==> config.mk <==
export PLATFORM = sky130hd
export DESIGN_NAME = mux5_rr_arbiter
export DESIGN_NICKNAME = d
export VERILOG_FILES = /design/src/rtl/mux5_arb_pkg.sv /design/src/rtl/rr_pick5.sv /design/src/rtl/mux5_rr_arbiter.sv
export SDC_FILE = /design/constraint.sdc
export NUM_CORES = 1
export LEC_CHECK = 0
export ABC_AREA = 1
export ABC_CLOCK_PERIOD_IN_PS = 5950
export BUFFER_PORTS_ARGS = -buffer_cell sky130_fd_sc_hd__buf_2
export CORE_AREA = 3 3 81 83
export DETAILED_ROUTE_END_ITERATION = 10
export DIE_AREA = 0 0 84 86
export PLACE_DENSITY = 0.52
export SLEW_MARGIN = 20
export SYNTH_ARGS = -nofsm -noshare
export SYNTH_HDL_FRONTEND = slang
export SYNTH_SLANG_ARGS = --single-unit
==> constraint.sdc <==
create_clock -name clk -period 5.95 [get_ports clk]
set_input_delay 0.2975 -clock clk [delete_from_list [all_inputs] [get_ports clk]]
set_output_delay 0.2975 -clock clk [all_outputs]
set_load 0.02 [all_outputs]
==> src/rtl/mux5_arb_pkg.sv <==
// Shared types and constants for the five-way round-robin mux arbiter.
package mux5_arb_pkg;

    localparam int unsigned N_REQ = 5;
    localparam int unsigned IDX_W = 3;

    localparam logic [IDX_W-1:0] SEL_IDLE = 3'd7;

    typedef enum logic {
        IDLE  = 1'b0,
        GRANT = 1'b1
    } state_e;

    // Next requester index in the circular order 0..4.
    function automatic logic [IDX_W-1:0] inc_mod5(input logic [IDX_W-1:0] i);
        return (i >= 3'd4) ? 3'd0 : i + 3'd1;
    endfunction

endpackage

==> src/rtl/rr_pick5.sv <==
// Combinational round-robin picker: first set request at or after ptr, wrapping 4 -> 0.
module rr_pick5
    import mux5_arb_pkg::*;
(
    input  logic [N_REQ-1:0] req,
    input  logic [IDX_W-1:0] ptr,
    output logic [IDX_W-1:0] idx,
    output logic             found
);

    logic [IDX_W-1:0] cand;

    always_comb begin
        idx   = '0;
        found = 1'b0;
        cand  = '0;
        for (int k = 0; k < int'(N_REQ); k++) begin
            cand = IDX_W'((int'(ptr) + k) % int'(N_REQ));
            if (!found && req[cand]) begin
                idx   = cand;
                found = 1'b1;
            end
        end
    end

endmodule

==> src/rtl/mux5_rr_arbiter.sv <==
// Round-robin arbiter driving the select of a shared mux5to1; grants are held until
// release or until the hold limit expires while others wait.
module mux5_rr_arbiter
    import mux5_arb_pkg::*;
#(
    parameter int unsigned MAX_HOLD = 8
) (
    input  logic             clk,
    input  logic             rst_n,
    input  logic             en,
    input  logic [N_REQ-1:0] req,
    output logic [N_REQ-1:0] grant,
    output logic [IDX_W-1:0] sel,
    output logic             busy
);

    localparam int unsigned CNT_RAW = $clog2(MAX_HOLD + 1);
    localparam int unsigned CNT_W   = (CNT_RAW < 1) ? 1 : CNT_RAW;
    localparam bit          HOLD_EN = (MAX_HOLD != 0);
    localparam logic [CNT_W-1:0] HOLD_LAST = HOLD_EN ? CNT_W'(MAX_HOLD - 1) : '0;

    state_e           state_q, state_d;
    logic [N_REQ-1:0] grant_q, grant_d;
    logic [IDX_W-1:0] sel_q,   sel_d;
    logic             busy_q,  busy_d;
    logic [IDX_W-1:0] ptr_q,   ptr_d;
    logic [CNT_W-1:0] cnt_q,   cnt_d;

    logic [IDX_W-1:0] pick_idx;
    logic             pick_found;
    logic             owner_req;
    logic             others_req;
    logic             do_grant;
    logic             go_idle;

    rr_pick5 u_pick (
        .req   (req),
        .ptr   (ptr_q),
        .idx   (pick_idx),
        .found (pick_found)
    );

    always_ff @(posedge clk or negedge rst_n) begin
        if (!rst_n) begin
            state_q <= IDLE;
            grant_q <= '0;
            sel_q   <= SEL_IDLE;
            busy_q  <= 1'b0;
            ptr_q   <= '0;
            cnt_q   <= '0;
        end else begin
            state_q <= state_d;
            grant_q <= grant_d;
            sel_q   <= sel_d;
            busy_q  <= busy_d;
            ptr_q   <= ptr_d;
            cnt_q   <= cnt_d;
        end
    end

    always_comb begin
        state_d    = state_q;
        grant_d    = grant_q;
        sel_d      = sel_q;
        busy_d     = busy_q;
        ptr_d      = ptr_q;
        cnt_d      = cnt_q;
        do_grant   = 1'b0;
        go_idle    = 1'b0;
        owner_req  = |(req & grant_q);
        others_req = |(req & ~grant_q);

        case (state_q)
            IDLE: begin
                if (en && pick_found) begin
                    do_grant = 1'b1;
                end
            end
            GRANT: begin
                // Release takes precedence over an expiring hold on the same edge.
                if (!owner_req) begin
                    if (en && pick_found) begin
                        do_grant = 1'b1;
                    end else begin
                        go_idle = 1'b1;
                    end
                end else if (HOLD_EN && (cnt_q == HOLD_LAST) && en && others_req) begin
                    do_grant = 1'b1;
                end else if (HOLD_EN && (cnt_q != HOLD_LAST)) begin
                    cnt_d = cnt_q + CNT_W'(1);
                end
            end
            default: begin
                go_idle = 1'b1;
            end
        endcase

        if (do_grant) begin
            state_d = GRANT;
            grant_d = N_REQ'(1) << pick_idx;
            sel_d   = pick_idx;
            busy_d  = 1'b1;
            ptr_d   = inc_mod5(pick_idx);
            cnt_d   = '0;
        end else if (go_idle) begin
            state_d = IDLE;
            grant_d = '0;
            sel_d   = SEL_IDLE;
            busy_d  = 1'b0;
            cnt_d   = '0;
        end
    end

    assign grant = grant_q;
    assign sel   = sel_q;
    assign busy  = busy_q;

endmodule

# After elaboration in Yosys (flattened, before gate mapping)
# Cells that the tools add are included.
dict set report classes {
  n_reduce_logical 18
  order_cmp 6
  n_eq_ne 3
  div_mod_pow 5
  n_mux 40
  n_shift 1
  bitwise_logic 4
  n_addsub 6
}
# op count
set ops {}
lappend ops {{$mod A32 B4 Y32 const B} 4}
lappend ops {{$mod A4 B4 Y32 const B} 1}
lappend ops {{$mux W3} 8}
lappend ops {{$mux W4} 6}
lappend ops {{$lt A3 B4 Y1 const B} 5}
lappend ops {{$mux W1} 18}
lappend ops {{$bmux W1 S3} 5}
lappend ops {{$and A5 B5 Y5} 2}
lappend ops {{$mux W5} 2}
lappend ops {{$reduce_or A5 Y1} 2}
lappend ops {{$reduce_bool A3 Y1} 3}
lappend ops {{$add A3 B2 Y4 const B} 2}
lappend ops {{$logic_and A1 B1 Y1} 7}
lappend ops {{$not A5 Y5} 1}
lappend ops {{$shl A1 B3 Y5 const A} 1}
lappend ops {{$add A3 B1 Y4 const B} 1}
lappend ops {{$add A3 B3 Y4 const B} 1}
lappend ops {{$add A4 B1 Y4 const B} 1}
lappend ops {{$eq A4 B3 Y1 const B} 1}
lappend ops {{$logic_not A1 Y1} 4}
lappend ops {{$ne A4 B3 Y1 const B} 1}
lappend ops {{$reduce_and A4 Y1} 1}
lappend ops {{$add A3 B1 Y3 const B} 1}
lappend ops {{$ge A3 B3 Y1 const B} 1}
lappend ops {{other kinds (4)} 4}
dict set report word_totals {
  inputBits 8
  wordCells 88
  out_inout_bits 9
  reg_bits 16
}

# Depth between registers and ports, before layout
dict set report depth {
  ltp_word 22
  depth_mapped 32
  depth_no_buf 31
}

# Modules after synthesis
# From an unflattened synthesis, not the netlist that was laid out.
dict set report unflattened {
  hier_cells 349
  hier_area_um2 2433.6
}
# module n_inst cells_each seq_area_each_um2 area_per_inst_um2
set by_module_without_submodules {}
lappend by_module_without_submodules {rr_pick5 1 241 0.0 1441.4}
lappend by_module_without_submodules {mux5_rr_arbiter 1 108 404.1 992.2}

# Worst setup path before layout
# OpenSTA, ideal clock, no wires.
dict set report synth_timing {
  path_type {reg-to-reg}
  startpoint {register ptr_q[1]}
  endpoint {register grant_q[0] (netlist: grant[0])}
  arrival_ns 3.652
  stages_incl_launch_ff 31
  setup_slack_ns 2.215
  setup_ns 0.083
  period_less_slack_ns 3.735
  path_cell_list {dfrtp_1 > clkbuf_1 > inv_1 > ha_1 > inv_1 > ha_1 > inv_1 > ha_1 > nor2_1 > nand2_1 > nand2_2 > xor2_1 > ha_1 > nand2_1 > nand2_2 > nand2_2 > nand2_1 > nand2_2 > nand3b_1 > nand2_1 > nand2_1 > nand2_2 > nand2_2 > inv_2 > nand2_1 > nand2_1 > nand2_1 > inv_1 > ha_1 > nand4_1 > o21ai_0}
}
dict set report synth_via {
  elab_chain_cells 21
  word_cells_on_any_way 47
  cone_classes {add/sub: 4; div: 5; shift: 1; mux: 27; reduce/logical: 10}
}
# item line_no
set synth_rtl {}
lappend synth_rtl {{start: declaration} mux5_rr_arbiter.sv:26} ;# logic [IDX_W-1:0] ptr_q, ptr_d;
lappend synth_rtl {{start signal: assignment} mux5_rr_arbiter.sv:56} ;# ptr_q <= ptr_d;
lappend synth_rtl {{parallel branches: the longest is 21 deep, another holds $mod A32 B4 Y32} -}
lappend synth_rtl {{end signal: assignment} mux5_rr_arbiter.sv:53} ;# grant_q <= grant_d;
lappend synth_rtl {{end: declaration} mux5_rr_arbiter.sv:23} ;# logic [N_REQ-1:0] grant_q, grant_d;
# Several ways; the timed one is not identified. The select of a mux whose other input is x is not followed.
# A chain may end at the register's enable or synchronous reset.

# Worst setup path after layout
dict set report layout_timing {
  startpoint {register ptr_q[0]}
  endpoint {register grant_q[0] (netlist: grant[0])}
}
# The elaborated chain is that of the path after synthesis.

==> summary.txt <==
routed wire length: 5260 um
Post-CTS Setup Repair Bufs: 0
RSZ-0062 raised after global routing: false
crit path time final: 4450 ps
startpoint type of the worst setup path: flip-flop
Crit Reg-Reg Startpoint: ptr_q[0]$_DFFE_PN0P_
setup TNS: 0 ps
standard cell core area: 5920 sq um
EDFF count, synth: 0
Die Ht: 86 um
fraction of final layout cells with drive strength greater than 1: 20.6%
Syn. warnings: 0
via count: 2,072
Sink Count: 16
Crit Path Class: reg -> reg
CP Capture Type: flip-flop
wire length of the first global-routing pass: 9340 um
number of buffers inserted by hold repair at cts: 1
r2r worst-path depth: 27
io pins: 17
Area growth syn-to-layout: 9.72%
signal arrival time at the worst endpoint: 4580 ps
DRT iter0 DRCs: 139
sequential cell area fraction in the yosys report: 18.3%
# fillers: 655
Die Span X: 84 um
number of max-slew violations in the final report: 0
ANT nets after route: 0
H-tree depth: 1
upper clock frequency limit: 0.225 GHz
worst reg2reg setup slack: 1500 ps
most used flip-flop cell after synthesis: sky130_fd_sc_hd__dfrtp_1
max-cap check violation count: 0
clock tree from TritonCTS: yes
gate count after technology mapping: 338
transition at the pin with the smallest max-transition slack: 611 ps
Mapped Nets: 369
outcome: finished, final reports clean
distinct cell type count after synthesis: 41
total die area: 7220 sq um
worst skew pair latency: 250 ps
Final Net Count: 387
synthesized area per cell: 6.55 sq um
per-cell routed wire length: 12.2 um
dpl hpwl: 4330 um
period utilization: 74.8%
Worst Clk Skew: 0.680 ps
largest net degree at the start of global routing: 17
clock buffer count from CTS: 3
vias in the first global route: 1,916
synthesis-stage register bit count: 16
std cell rows: 28
post-synthesis instance area: 2210 sq um
maximum net fanout on the critical path: 16
initial cell density of the core: 37.4%
fraction of registers with async set or reset after synthesis: 100%
remaining global-route overflow: 0
worst r2r dst: grant[0]$_DFFE_PN0P_
root cell of the clock tree: sky130_fd_sc_hd__clkbuf_8
overall fraction of global-route tracks in use: 15.3%
endpoint of the worst hold path: busy$_DFFE_PN0P_
antenna violations before repair: 0
clock slew at the register clock pins of the worst setup and hold paths: 60 ps
detail-routed via count per cell: 4.82
worst min-delay path startpoint: en
number of resized instances in the post-cts repair step: 0
number of input and output port buffers inserted: 16
Finish-stage setup viols: 0
Max transition margin: 59.2%
routability congestion estimate from global placement: 0.886
Cells on Worst Hold Path: 3
number of iterations in the first detailed-routing pass: 4
number of failing hold endpoints at the final stage: 0
number of diodes: 0
path class of the lowest-slack min-delay path: in -> reg
data required time of the critical path: 6080 ps
remaining design rule violation count: 0
maximum count of clock buffers along a single path: 2
worst max-delay path, cell delays in order, from the launching register on:
cell,delay [ps]
sky130_fd_sc_hd__dfrtp_1,730
sky130_fd_sc_hd__inv_1,250
sky130_fd_sc_hd__ha_1,280
sky130_fd_sc_hd__inv_1,110
sky130_fd_sc_hd__ha_1,180
sky130_fd_sc_hd__inv_1,90
sky130_fd_sc_hd__ha_1,180
sky130_fd_sc_hd__nor2_1,120
sky130_fd_sc_hd__nand2_1,110
sky130_fd_sc_hd__nand2_2,90
sky130_fd_sc_hd__xor2_1,260
sky130_fd_sc_hd__ha_1,240
sky130_fd_sc_hd__nand2_1,80
sky130_fd_sc_hd__nand2_2,100
sky130_fd_sc_hd__nand3_1,100
sky130_fd_sc_hd__nand2_2,150
sky130_fd_sc_hd__nand2_1,60
sky130_fd_sc_hd__nand3_1,110
sky130_fd_sc_hd__nand2_1,80
sky130_fd_sc_hd__nand2_1,70
sky130_fd_sc_hd__nand2_2,70
sky130_fd_sc_hd__nor2_2,180
sky130_fd_sc_hd__nand3_1,100
sky130_fd_sc_hd__nand2_1,170
sky130_fd_sc_hd__inv_1,90
sky130_fd_sc_hd__ha_1,200
sky130_fd_sc_hd__nand4_1,90
sky130_fd_sc_hd__o21ai_0,70
per-stage QoR:
stage / cell area [sq um] / std cells / util, % / hold WS, ps / setup slack, ps
floorplan: 2210 / 338 / - / 1.91 / 2210
global placement: 2360 / 425 / 39.9 / 230 / 1570
detailed placement: 2360 / 425 / 39.9 / 230 / 1540
CTS: 2430 / 430 / 41.0 / 339 / 1520
global route: 2430 / 430 / 41.0 / 345 / 1030
finish: 2430 / 430 / 41.0 / 340 / 1500
placed cells by master, fill, tap and decap left out, types with 2 or more instances in the layout:
master and instances:
sky130_fd_sc_hd__inv_2 8, sky130_fd_sc_hd__nor2_2 5, sky130_fd_sc_hd__nand2_4 4, sky130_fd_sc_hd__ha_1 23
sky130_fd_sc_hd__o22ai_1 2, sky130_fd_sc_hd__o21ai_2 2, sky130_fd_sc_hd__nand2_2 18, sky130_fd_sc_hd__nand3_2 5
sky130_fd_sc_hd__nor2_1 17, sky130_fd_sc_hd__a21oi_1 9, sky130_fd_sc_hd__nand2_1 94, sky130_fd_sc_hd__o21bai_1 2
sky130_fd_sc_hd__o211ai_1 5, sky130_fd_sc_hd__o21ai_1 11, sky130_fd_sc_hd__nand3b_1 4, sky130_fd_sc_hd__o21ai_0 6
sky130_fd_sc_hd__dfrtp_1 13, sky130_fd_sc_hd__inv_1 44, sky130_fd_sc_hd__dfstp_2 3, sky130_fd_sc_hd__buf_2 16
sky130_fd_sc_hd__clkbuf_8 4, sky130_fd_sc_hd__xor2_1 3, sky130_fd_sc_hd__nand4_1 10, sky130_fd_sc_hd__nand3_1 30
how the worst max path moves through the flow:
| stage | start | end | slack, ps | cells past startpoint |
|---|---|---|---|---|
| 3_5_place_dp | ptr_q[0]$_DFFE_PN0P_ | grant[0]$_DFFE_PN0P_ | 1540 | 29 |
| 4_1_cts | ptr_q[0]$_DFFE_PN0P_ | grant[0]$_DFFE_PN0P_ | 1520 | 29 |
| 3_3_place_gp | ptr_q[0]$_DFFE_PN0P_ | grant[0]$_DFFE_PN0P_ | 1570 | 29 |
| 2_1_floorplan | ptr_q[1]$_DFFE_PN0P_ | grant[0]$_DFFE_PN0P_ | 2210 | 30 |
| 6_report | ptr_q[0]$_DFFE_PN0P_ | grant[0]$_DFFE_PN0P_ | 1500 | 27 |
| 5_1_grt | ptr_q[0]$_DFFE_PN0P_ | grant[0]$_DFFE_PN0P_ | 1030 | 30 |
final cells by class:
class	count	area (sq um)	area share (%)
well taps	75	93.8	3.86
inverters	54	205	8.45
repair buffers	17	90.1	3.71
clock buffers	4	55.1	2.27
flip-flops and latches	16	404	16.6
multi-input cells	264	1580	65.1
state kept, by name, indices dropped and copies added (netlist names):
signal  count
grant       5
cnt_q       4
ptr_q       3
sel         3
busy        1
cell usage after synthesis (5+ instances only):
cell                       instances  area share [%]
sky130_fd_sc_hd__dfrtp_1          13              15
sky130_fd_sc_hd__nand3_1          30             6.8
sky130_fd_sc_hd__o211ai_1          5             1.7
sky130_fd_sc_hd__o21ai_0           6             1.4
sky130_fd_sc_hd__a21oi_1           9             2.0
sky130_fd_sc_hd__nor2_2            5             1.4
sky130_fd_sc_hd__nand3_2           5             2.3
sky130_fd_sc_hd__nand4_1          10             2.8
sky130_fd_sc_hd__nand2_2          18             5.1
sky130_fd_sc_hd__nand2_1          94              16
sky130_fd_sc_hd__o21ai_1          11             2.5
sky130_fd_sc_hd__ha_1             23              13
sky130_fd_sc_hd__nor2_1           17             2.9
sky130_fd_sc_hd__inv_1            44             7.5
sky130_fd_sc_hd__inv_2             8             1.4
metal layers:
layer  vias up  track usage, %  part of all wire (%)
met4         0            3.22                  0.86
met2        39            22.9                    41
met3         5            1.06                   2.8
met1       897            24.0                    55
met5         -               0                     0
li1       1131               -                     -
cell families (layout without fill, tap and decap cells):
logic type | Yosys count | after routing | synth area share (%)
adders and majority gates | 23 | 23 | 13.0
AOI/OAI and AO/OA | 45 | 45 | 13.2
DFF | 16 | 16 | 18.3
buffers and inverters | 58 | 75 | 10.3
xor gates and xnor gates | 4 | 4 | 1.58
and+or+nand+nor | 192 | 192 | 43.6
Power is left out: the tool's default activity adds up to more than one toggle a clock period on the data nets, which glitch-free logic cannot reach.
